--- config.mk ---
export PLATFORM = sky130hd
export DESIGN_NAME = pcie_ss_test_sequencer
export DESIGN_NICKNAME = d
export VERILOG_FILES = /design/src/rtl/pcie_ss_test_seq_pkg.sv /design/src/rtl/pcie_ss_test_seq_timer.sv /design/src/rtl/pcie_ss_test_sequencer.sv
export SDC_FILE = /design/constraint.sdc
export NUM_CORES = 1
export LEC_CHECK = 0
export CORE_MARGIN = 2
export CORE_UTILIZATION = 45
export CTS_CLUSTER_DIAMETER = 150
export DETAILED_ROUTE_END_ITERATION = 10
export PLACE_DENSITY = 0.71
export SLEW_MARGIN = 20
export SYNTH_ARGS = -nofsm -noshare
export SYNTH_HDL_FRONTEND = slang
export SYNTH_SLANG_ARGS = --single-unit
--- constraint.sdc ---
create_clock -name clk -period 10.5 [get_ports clk]
set_input_delay 2.1 -clock clk [delete_from_list [all_inputs] [get_ports clk]]
set_output_delay 2.1 -clock clk [all_outputs]
set_load 0.01 [all_outputs]
--- src/rtl/pcie_ss_test_seq_pkg.sv ---
// Shared types and width helpers for the PCIe subsystem unit-test sequencer.
package pcie_ss_test_seq_pkg;

  // Status index fields are stored at this fixed width and sliced to IDX_W at the top.
  localparam int MAX_IDX_W = 16;

  typedef enum logic [2:0] {
    S_IDLE    = 3'd0,
    S_SEL     = 3'd1,
    S_SETUP   = 3'd2,
    S_RUN     = 3'd3,
    S_GAP     = 3'd4,
    S_QUIESCE = 3'd5,
    S_DONE    = 3'd6
  } t_seq_state;

  typedef struct packed {
    logic                 pass;
    logic                 fail;
    logic                 timeout;
    logic [MAX_IDX_W-1:0] fail_idx;
    logic [MAX_IDX_W-1:0] num_run;
  } t_seq_status;

  function automatic int idx_w(input int num_tests);
    return (num_tests < 1) ? 1 : $clog2(num_tests + 1);
  endfunction

  function automatic int cnt_w(input int a, input int b, input int c);
    int m;
    m = a;
    m = (b > m) ? b : m;
    m = (c > m) ? c : m;
    return (m < 1) ? 1 : $clog2(m + 1);
  endfunction

endpackage

--- src/rtl/pcie_ss_test_seq_timer.sv ---
// Loadable up/down counter that saturates at both ends; shared by all timed phases.
module pcie_ss_test_seq_timer
  import pcie_ss_test_seq_pkg::*;
#(
  parameter int W = 8
) (
  input  logic         clk,
  input  logic         rst,
  input  logic         load,
  input  logic [W-1:0] load_val,
  input  logic         clr,
  input  logic         inc,
  input  logic         dec,
  output logic [W-1:0] value
);

  logic [W-1:0] value_r;

  // counter register: load beats clear beats count
  always_ff @(posedge clk) begin
    if (rst) begin
      value_r <= '0;
    end else if (load) begin
      value_r <= load_val;
    end else if (clr) begin
      value_r <= '0;
    end else if (inc && (value_r != {W{1'b1}})) begin
      value_r <= value_r + W'(1);
    end else if (dec && (value_r != {W{1'b0}})) begin
      value_r <= value_r - W'(1);
    end else begin
      value_r <= value_r;
    end
  end

  assign value = value_r;

endmodule

--- src/rtl/pcie_ss_test_sequencer.sv ---
// Runs a bank of unit-test channels one at a time: reset, enable, wait done/fail,
// settle gap and quiesce reset, with timeout, skip mask and sticky status.
module pcie_ss_test_sequencer
  import pcie_ss_test_seq_pkg::*;
#(
  parameter int NUM_TESTS      = 25,
  parameter int RST_CYCLES     = 4,
  parameter int GAP_CYCLES     = 8,
  parameter int TIMEOUT_CYCLES = 5000,
  parameter int IDX_W          = idx_w(NUM_TESTS)
) (
  input  logic                 clk,
  input  logic                 rst,
  input  logic                 start,
  input  logic [NUM_TESTS-1:0] test_mask,
  input  logic [NUM_TESTS-1:0] test_done,
  input  logic [NUM_TESTS-1:0] test_fail,
  output logic [NUM_TESTS-1:0] test_en,
  output logic                 test_rst,
  output logic [IDX_W-1:0]     cur_test,
  output logic                 busy,
  output logic                 pass,
  output logic                 fail,
  output logic                 timeout,
  output logic [IDX_W-1:0]     fail_idx,
  output logic [IDX_W-1:0]     num_run
);

  localparam int             CNT_W   = cnt_w(RST_CYCLES, GAP_CYCLES, TIMEOUT_CYCLES);
  localparam logic [CNT_W-1:0] RST_LD  = CNT_W'(RST_CYCLES);
  localparam logic [CNT_W-1:0] GAP_LD  = CNT_W'(GAP_CYCLES);
  localparam logic [CNT_W-1:0] TO_LAST = (TIMEOUT_CYCLES == 0) ? '0 : CNT_W'(TIMEOUT_CYCLES - 1);
  localparam logic [CNT_W-1:0] ONE     = CNT_W'(1);

  t_seq_state           state_r, next_state_s;
  logic [IDX_W-1:0]     idx_r, next_idx_s;
  t_seq_status          status_r, next_status_s;
  logic [NUM_TESTS-1:0] test_en_r;
  logic                 test_rst_r, busy_r;
  logic [IDX_W-1:0]     cur_test_r;
  logic [NUM_TESTS-1:0] sel_vec_s;
  logic                 sel_mask_s, sel_done_s, sel_fail_s;
  logic                 tmr_load_s, tmr_clr_s, tmr_inc_s, tmr_dec_s;
  logic [CNT_W-1:0]     tmr_load_val_s, tmr_value_s;

  function automatic logic [NUM_TESTS-1:0] idx_onehot(input logic [IDX_W-1:0] i);
    logic [NUM_TESTS-1:0] v;
    v = '0;
    for (int k = 0; k < NUM_TESTS; k++) v[k] = (i == IDX_W'(k));
    return v;
  endfunction

  pcie_ss_test_seq_timer #(.W(CNT_W)) u_timer (
    .clk      (clk),
    .rst      (rst),
    .load     (tmr_load_s),
    .load_val (tmr_load_val_s),
    .clr      (tmr_clr_s),
    .inc      (tmr_inc_s),
    .dec      (tmr_dec_s),
    .value    (tmr_value_s)
  );

  // only the current channel's mask/done/fail bits are ever looked at
  always_comb begin
    sel_vec_s  = idx_onehot(idx_r);
    sel_mask_s = |(test_mask & sel_vec_s);
    sel_done_s = |(test_done & sel_vec_s);
    sel_fail_s = |(test_fail & sel_vec_s);
  end

  // next-state, index, status and timer control
  always_comb begin
    next_state_s   = state_r;
    next_idx_s     = idx_r;
    next_status_s  = status_r;
    tmr_load_s     = 1'b0;
    tmr_load_val_s = '0;
    tmr_clr_s      = 1'b0;
    tmr_inc_s      = 1'b0;
    tmr_dec_s      = 1'b0;
    case (state_r)
      S_IDLE, S_DONE: begin
        if (start) begin
          next_status_s = '0;
          next_idx_s    = '0;
          next_state_s  = S_SEL;
        end else begin
          next_state_s  = state_r;
        end
      end
      S_SEL: begin
        if (idx_r == IDX_W'(NUM_TESTS)) begin
          next_status_s.pass = 1'b1;
          next_state_s       = S_DONE;
        end else if (!sel_mask_s) begin
          next_idx_s = idx_r + IDX_W'(1);
        end else begin
          tmr_load_s     = 1'b1;
          tmr_load_val_s = RST_LD;
          next_state_s   = S_SETUP;
        end
      end
      S_SETUP: begin
        if (tmr_value_s <= ONE) begin
          tmr_clr_s    = 1'b1;
          next_state_s = S_RUN;
        end else begin
          tmr_dec_s    = 1'b1;
        end
      end
      S_RUN: begin
        // fail wins over a same-cycle done; done wins over a same-cycle timeout
        if (sel_fail_s) begin
          next_status_s.fail     = 1'b1;
          next_status_s.fail_idx = MAX_IDX_W'(idx_r);
          next_state_s           = S_DONE;
        end else if (sel_done_s) begin
          next_status_s.num_run = status_r.num_run + MAX_IDX_W'(1);
          tmr_load_s            = 1'b1;
          tmr_load_val_s        = GAP_LD;
          next_state_s          = S_GAP;
        end else if ((TIMEOUT_CYCLES != 0) && (tmr_value_s == TO_LAST)) begin
          next_status_s.fail     = 1'b1;
          next_status_s.timeout  = 1'b1;
          next_status_s.fail_idx = MAX_IDX_W'(idx_r);
          next_state_s           = S_DONE;
        end else begin
          tmr_inc_s = 1'b1;
        end
      end
      S_GAP: begin
        if (tmr_value_s <= ONE) begin
          tmr_load_s     = 1'b1;
          tmr_load_val_s = GAP_LD;
          next_state_s   = S_QUIESCE;
        end else begin
          tmr_dec_s      = 1'b1;
        end
      end
      S_QUIESCE: begin
        if (tmr_value_s <= ONE) begin
          next_idx_s   = idx_r + IDX_W'(1);
          next_state_s = S_SEL;
        end else begin
          tmr_dec_s    = 1'b1;
        end
      end
      default: begin
        next_state_s = S_IDLE;
      end
    endcase
  end

  // state, status and registered outputs derived from the next state
  always_ff @(posedge clk) begin
    if (rst) begin
      state_r    <= S_IDLE;
      idx_r      <= '0;
      status_r   <= '0;
      test_en_r  <= '0;
      test_rst_r <= 1'b1;
      busy_r     <= 1'b0;
      cur_test_r <= '0;
    end else begin
      state_r    <= next_state_s;
      idx_r      <= next_idx_s;
      status_r   <= next_status_s;
      test_en_r  <= (next_state_s inside {S_SETUP, S_RUN, S_GAP}) ? idx_onehot(next_idx_s) : '0;
      test_rst_r <= !(next_state_s inside {S_RUN, S_GAP});
      busy_r     <= !(next_state_s inside {S_IDLE, S_DONE});
      cur_test_r <= (next_state_s == S_SETUP) ? next_idx_s : cur_test_r;
    end
  end

  assign test_en  = test_en_r;
  assign test_rst = test_rst_r;
  assign busy     = busy_r;
  assign cur_test = cur_test_r;
  assign pass     = status_r.pass;
  assign fail     = status_r.fail;
  assign timeout  = status_r.timeout;
  assign fail_idx = status_r.fail_idx[IDX_W-1:0];
  assign num_run  = status_r.num_run[IDX_W-1:0];

endmodule

---- Word-level counts from Yosys, hierarchy flattened ----
Index checks and enable logic that the tools add are counted.
word-level totals
  bits in registers ....................... 77
  bits in latches ......................... 0
  memory bits (writable) .................. 0
  bits in read-only memories .............. 0
  input bits .............................. 78
  output and inout port bits .............. 45
  word-level logic and storage cells ...... 164
  memories kept ........................... 0
operators by class
  $add $sub $neg .......................... 4
  multiply operators ...................... 0
  div/mod/pow operators ................... 0
  order comparisons ....................... 1
  equal/unequal tests ..................... 69
  shifts and indexed selects .............. 0
  multiplexer cells ....................... 49
  bitwise gates (word level) .............. 4
  reductions and logical operators ........ 25
operator list
  kind                                                              number
  equality test 5 bit (second input constant)                       19
  equality test 5 x 4 -> 1 bit (second input constant)              16
  bitwise AND 25 bit                                                3
  OR reduction 25 bit                                               3
  one-hot mux 34 bit (2 select lines)                               1
  2-to-1 mux 13 bit                                                 5
  2-to-1 mux 16 bit                                                 3
  equality test 5 x 3 -> 1 bit (second input constant)              8
  one-hot mux 13 bit (3 select lines)                               1
  2-to-1 mux 18 bit                                                 2
  2-to-1 mux 35 bit                                                 1
  2-to-1 mux 3 bit                                                  10
  equality test 5 x 2 -> 1 bit (second input constant)              4
  2-to-1 mux 5 bit                                                  4
  one-hot mux 3 bit (6 select lines)                                1
  adder 16 x 1 -> 16 bit (second input constant)                    1
  equality test 3 bit (second input constant)                       5
  2-to-1 mux 1 bit                                                  15
  one-hot mux 5 bit (3 select lines)                                1
  adder 13 x 1 -> 13 bit (second input constant)                    1
  equality test 13 bit (second input constant)                      1
  less-or-equal comparator 13 x 1 -> 1 bit (second input constant)  1
  != test 13 bit (second input constant)                            1
  nonzero test 13 bit                                               1
  23 further kinds                                                  44

---- Depth between registers and ports, before layout ----
  depth in word-level cells ............... 10
  depth in mapped cells ................... 16
  gate-level depth less buffers ........... 11

---- Cells and area by module ----
From an unflattened synthesis, not the netlist that was laid out.
unflattened totals
  cell total of the unflattened synthesis .. 543
  area, all modules ....................... 4606.9 um^2
by module, submodules not included
  module                  instances  cells an instance  area each (um^2)  sequential area each (um^2)
  pcie_ss_test_sequencer  1          380                3311.9            1061.0
  pcie_ss_test_seq_timer  1          163                1295.0            260.2

---- Worst setup path after synthesis ----
OpenSTA, ideal clock, no wires.
  path kind ............................... input -> register
  start ................................... in test_fail[9]
  end ..................................... reg u_timer.value_r[2], in the netlist u_timer.value[2]
  setup time .............................. 116 ps
  arrival ................................. 4327 ps
  slack ................................... 6056 ps
  stages on the path ...................... 8
  path buffers ............................ 1
  cell sequence ........................... a32o_1 or4_1 or3_1 buf_2 nor4_2 mux2_1 o31a_1 o211a_1
between the ends
  longest elaborated chain between the ends .. 8
  elaborated cells on any way between the ends .. 13
ends and longest elaborated chain
  item                     line                           source
  start, declared          pcie_ss_test_sequencer.sv:17   input logic [NUM_TESTS-1:0] test_fail,
  bitwise AND 25 bit (*)   pcie_ss_test_sequencer.sv:69   sel_fail_s = |(test_fail & sel_vec_s);
  OR reduction 25 bit (*)  pcie_ss_test_sequencer.sv:69
  2-to-1 mux 1 bit         pcie_ss_test_sequencer.sv:114  if (sel_fail_s) begin
  2-to-1 mux 1 bit         pcie_ss_test_sequencer.sv:82   case (state_r)
  logical AND 1 bit        pcie_ss_test_seq_timer.sv:27   end else if (inc && (value_r != {W{1'b1}})) begin
  2-to-1 mux 13 bit        pcie_ss_test_seq_timer.sv:27
  2-to-1 mux 13 bit        pcie_ss_test_seq_timer.sv:25   end else if (clr) begin
  2-to-1 mux 13 bit        pcie_ss_test_seq_timer.sv:23   end else if (load) begin
  end signal, assigned     pcie_ss_test_seq_timer.sv:24   value_r <= load_val;
  end signal, assigned     pcie_ss_test_seq_timer.sv:28   value_r <= value_r + W'(1);
  end signal, assigned     pcie_ss_test_seq_timer.sv:30   value_r <= value_r - W'(1);
  end, declared            pcie_ss_test_seq_timer.sv:17   logic [W-1:0] value_r;
Every way passes the cells marked *; elsewhere a longest branch is shown, timed or not.
A chain may end at the register's enable or synchronous reset.

---- Worst setup path after layout ----
  start ................................... in test_fail[9]
  end ..................................... reg u_timer.value_r[7], in the netlist u_timer.value[7]
The elaborated chain is that of the path after synthesis.

==> flow_summary.json <==
{
  "slew_headroom_pct": 27.1,
  "required_ps": 10790,
  "gp_congestion": 0.861,
  "grt.overflow.total": 0,
  "drc": 0,
  "finalPower_mw": 1.09,
  "htreeDepth": 3,
  "drive_gt1_share_pct": 9.15,
  "worstSkewPairLatency_ps": 360,
  "grt_pass1_wl_mm": 23.1,
  "postSynthCellCount": 525,
  "r2r-start": "idx_r[0]",
  "rsz0062_at_grt": "no",
  "cts_made_buffers": 9,
  "antennaDiodeCount": 0,
  "cp_slowest_stage_delay_ps": 600,
  "setup_viol": 0,
  "wirelength_mm": 14.0,
  "cts.sinks": 66,
  "port_buffers": 122,
  "synth.distinct_cells": 88,
  "cp_max_fo": 14,
  "post-dp-hpwl_mm": 10.3,
  "arrival_ps": 5350,
  "drt_first_pass_iters": 5,
  "status": "completed",
  "cts_resized": 0,
  "skew_ps": 10.1,
  "crit_end": "u_timer.value[7]",
  "synth_top_area_share_pct": 29.3,
  "die_area_sq_mm": 0.0108,
  "irDropWorstVdd_v": 0.000126,
  "cpMaxStageDelayCell": "or4_1",
  "tns_ps": 0,
  "synthFlopType": "dfxtp_1",
  "finalCritPeriodShare_pct": 48.3,
  "core_region_area_sq_mm": 0.00973,
  "ios": 123,
  "ff2ff_path_depth": 10,
  "regToRegEndpoint": "u_timer.value[7]",
  "routedWlPerCell_microns": 18.3,
  "path_cells": "clkdlybuf4s50_1, a32o_1, or4_1, or3_1, nor4_4, nor2_1, a22oi_1, mux2i_1",
  "antenna_found_initial": 0,
  "rows": 36,
  "slew_violations": 0,
  "post-synth-top-count-cell": "dfxtp_1",
  "ys_top_cells_by_area": "dfxtp_1 29%, mux2i_1 4.0%, nand2_1 2.9%, a21oi_1 2.9%, ha_1 2.8%",
  "final_cells": 767,
  "hold_buffers": 0,
  "start_util_pct": 46.3,
  "viasPerCell": 6.06,
  "worst_slew_pin_slew_ps": 1090,
  "seq_area_frac_synth_pct": 29.3,
  "post_cts_buffers": 0,
  "crit_path_start_kind": "input pin",
  "synth_seq_cells": 66,
  "synthArstFlopShare_pct": 0,
  "leakage_nw": 2.14,
  "cap_violations": 0,
  "finalHoldViolCount": 0,
  "power_density_mw_per_mm2": 184,
  "cts_tree": "done",
  "synth_edf_count": 0,
  "initialDrtViolationCount": 328,
  "layout_setup_ws_ps": 5430,
  "synth_warnings": 0,
  "vias": 4650,
  "place_inst": 751,
  "worst-r2r-setup-slack_ps": 6220,
  "path_clk_slew_ps": 80,
  "grt_max_degree": 41,
  "clockBufferDepth": 2,
  "yosys.area.top_type": "dfxtp_1",
  "synth_commonest_cells": "66 x dfxtp_1, 35 x nand2_1, 28 x nor2_1",
  "hold_path_class": "reg -> reg",
  "syn_area_per_cell_sq_um": 8.58,
  "drtAntennaViolNets": 0,
  "pre_cts_slack_ps": 5070,
  "area_growth_pct": 31.8,
  "die_w_microns": 104,
  "max_freq_mhz": 197,
  "final_nets": 717,
  "criticalPathCategory": "in -> reg",
  "syn-num-nets": 613,
  "root_buffer": "clkbuf_8",
  "die_h_microns": 104,
  "worstSetupEndpointType": "flip-flop",
  "grt_pass1_vias": 4598,
  "track_usage_pct": 25.9,
  "startpoint": "test_fail[9]",
  "synthesis.area_sq_mm": 0.00451,
  "utilization_pct": 61.0,
  "fin_crit_ps": 5070
}
-- cell type report --
cell class              instances  area [sq um]
clock buffers                   9           124
flip-flops and latches         66          1320
well taps                     133           166
repair buffers                127          1260
inverters                      18          67.6
clock inverters                 7           100
fillers                       898          3790
multi-input cells             407          2900
-- critical path: cells and delay by family --
family          cells  cell delay [ps]
compound gates      2              510
mux                 1              210
simple gates        4             2130
buf+inv             1              410
-- state kept, by name (all words and copies together) (netlist names), 3 cells and up --
register,count
state_r,3
u_timer.value,13
test_en,25
fail_idx,5
cur_test,5
idx_r,5
num_run,5
-- where the power goes --
part | switching, mW | internal, mW
sequential | 0.0332 | 0.275
clock | 0.111 | 0.136
combinational | 0.317 | 0.218
-- logic make-up (layout without fill, tap and decap cells) --
group                      count (synthesis)  count (layout)  synth area share [%]
muxes                                     30              30                  7.25
and+or+nand+nor                          244             244                  33.0
buffers and inverters                     52             161                  6.53
xor gates and xnor gates                   5               5                 0.972
adders and majority gates                 10              10                  2.78
DFF                                       66              66                  29.3
AOI/OAI and AO/OA                        118             118                  20.1
-- how the worst min path moves through the flow --
stage	startpoint	endpoint	cells after the start
after detailed placement	fail_idx[2]	fail_idx[2]	2
final	fail_idx[0]	fail_idx[0]	2
after global placement	fail_idx[0]	fail_idx[0]	2
after CTS	fail_idx[3]	fail_idx[3]	2
after global routing	fail_idx[4]	fail_idx[4]	2
after floorplan	u_timer.value[6]	u_timer.value[6]	2
-- placed cells by master (no fill, tap or decap), drive strengths merged, types with 6 or more instances in the layout --
cell type / n
nor2b: 13
nand2b: 11
clkdlybuf4s50: 122
a21oi: 27
nor2: 28
dfxtp: 66
nand2: 35
and3: 8
inv: 20
nand4: 15
or3: 13
ha: 10
clkbuf: 9
mux2i: 19
a32oi: 6
mux2: 11
a22o: 7
nand3b: 7
a22oi: 12
o21ai: 14
nor4: 26
nand3: 25
nor3: 26
-- routing by layer --
metal  GRT usage [%]  share of wire, %
met5               0                 0
met4            8.88               2.2
met3            6.77               7.0
met2            42.7                48
met1            32.9                43
-- stage by stage --
stage / cell area [sq um] / hold WS (ps)
after floorplan: 4510 / 469
after global placement: 5700 / 445
after detailed placement: 5710 / 452
after CTS: 5940 / 461
after global routing: 5940 / 487
final: 5940 / 457
No activity file was read; power rests on OpenSTA's default activity.
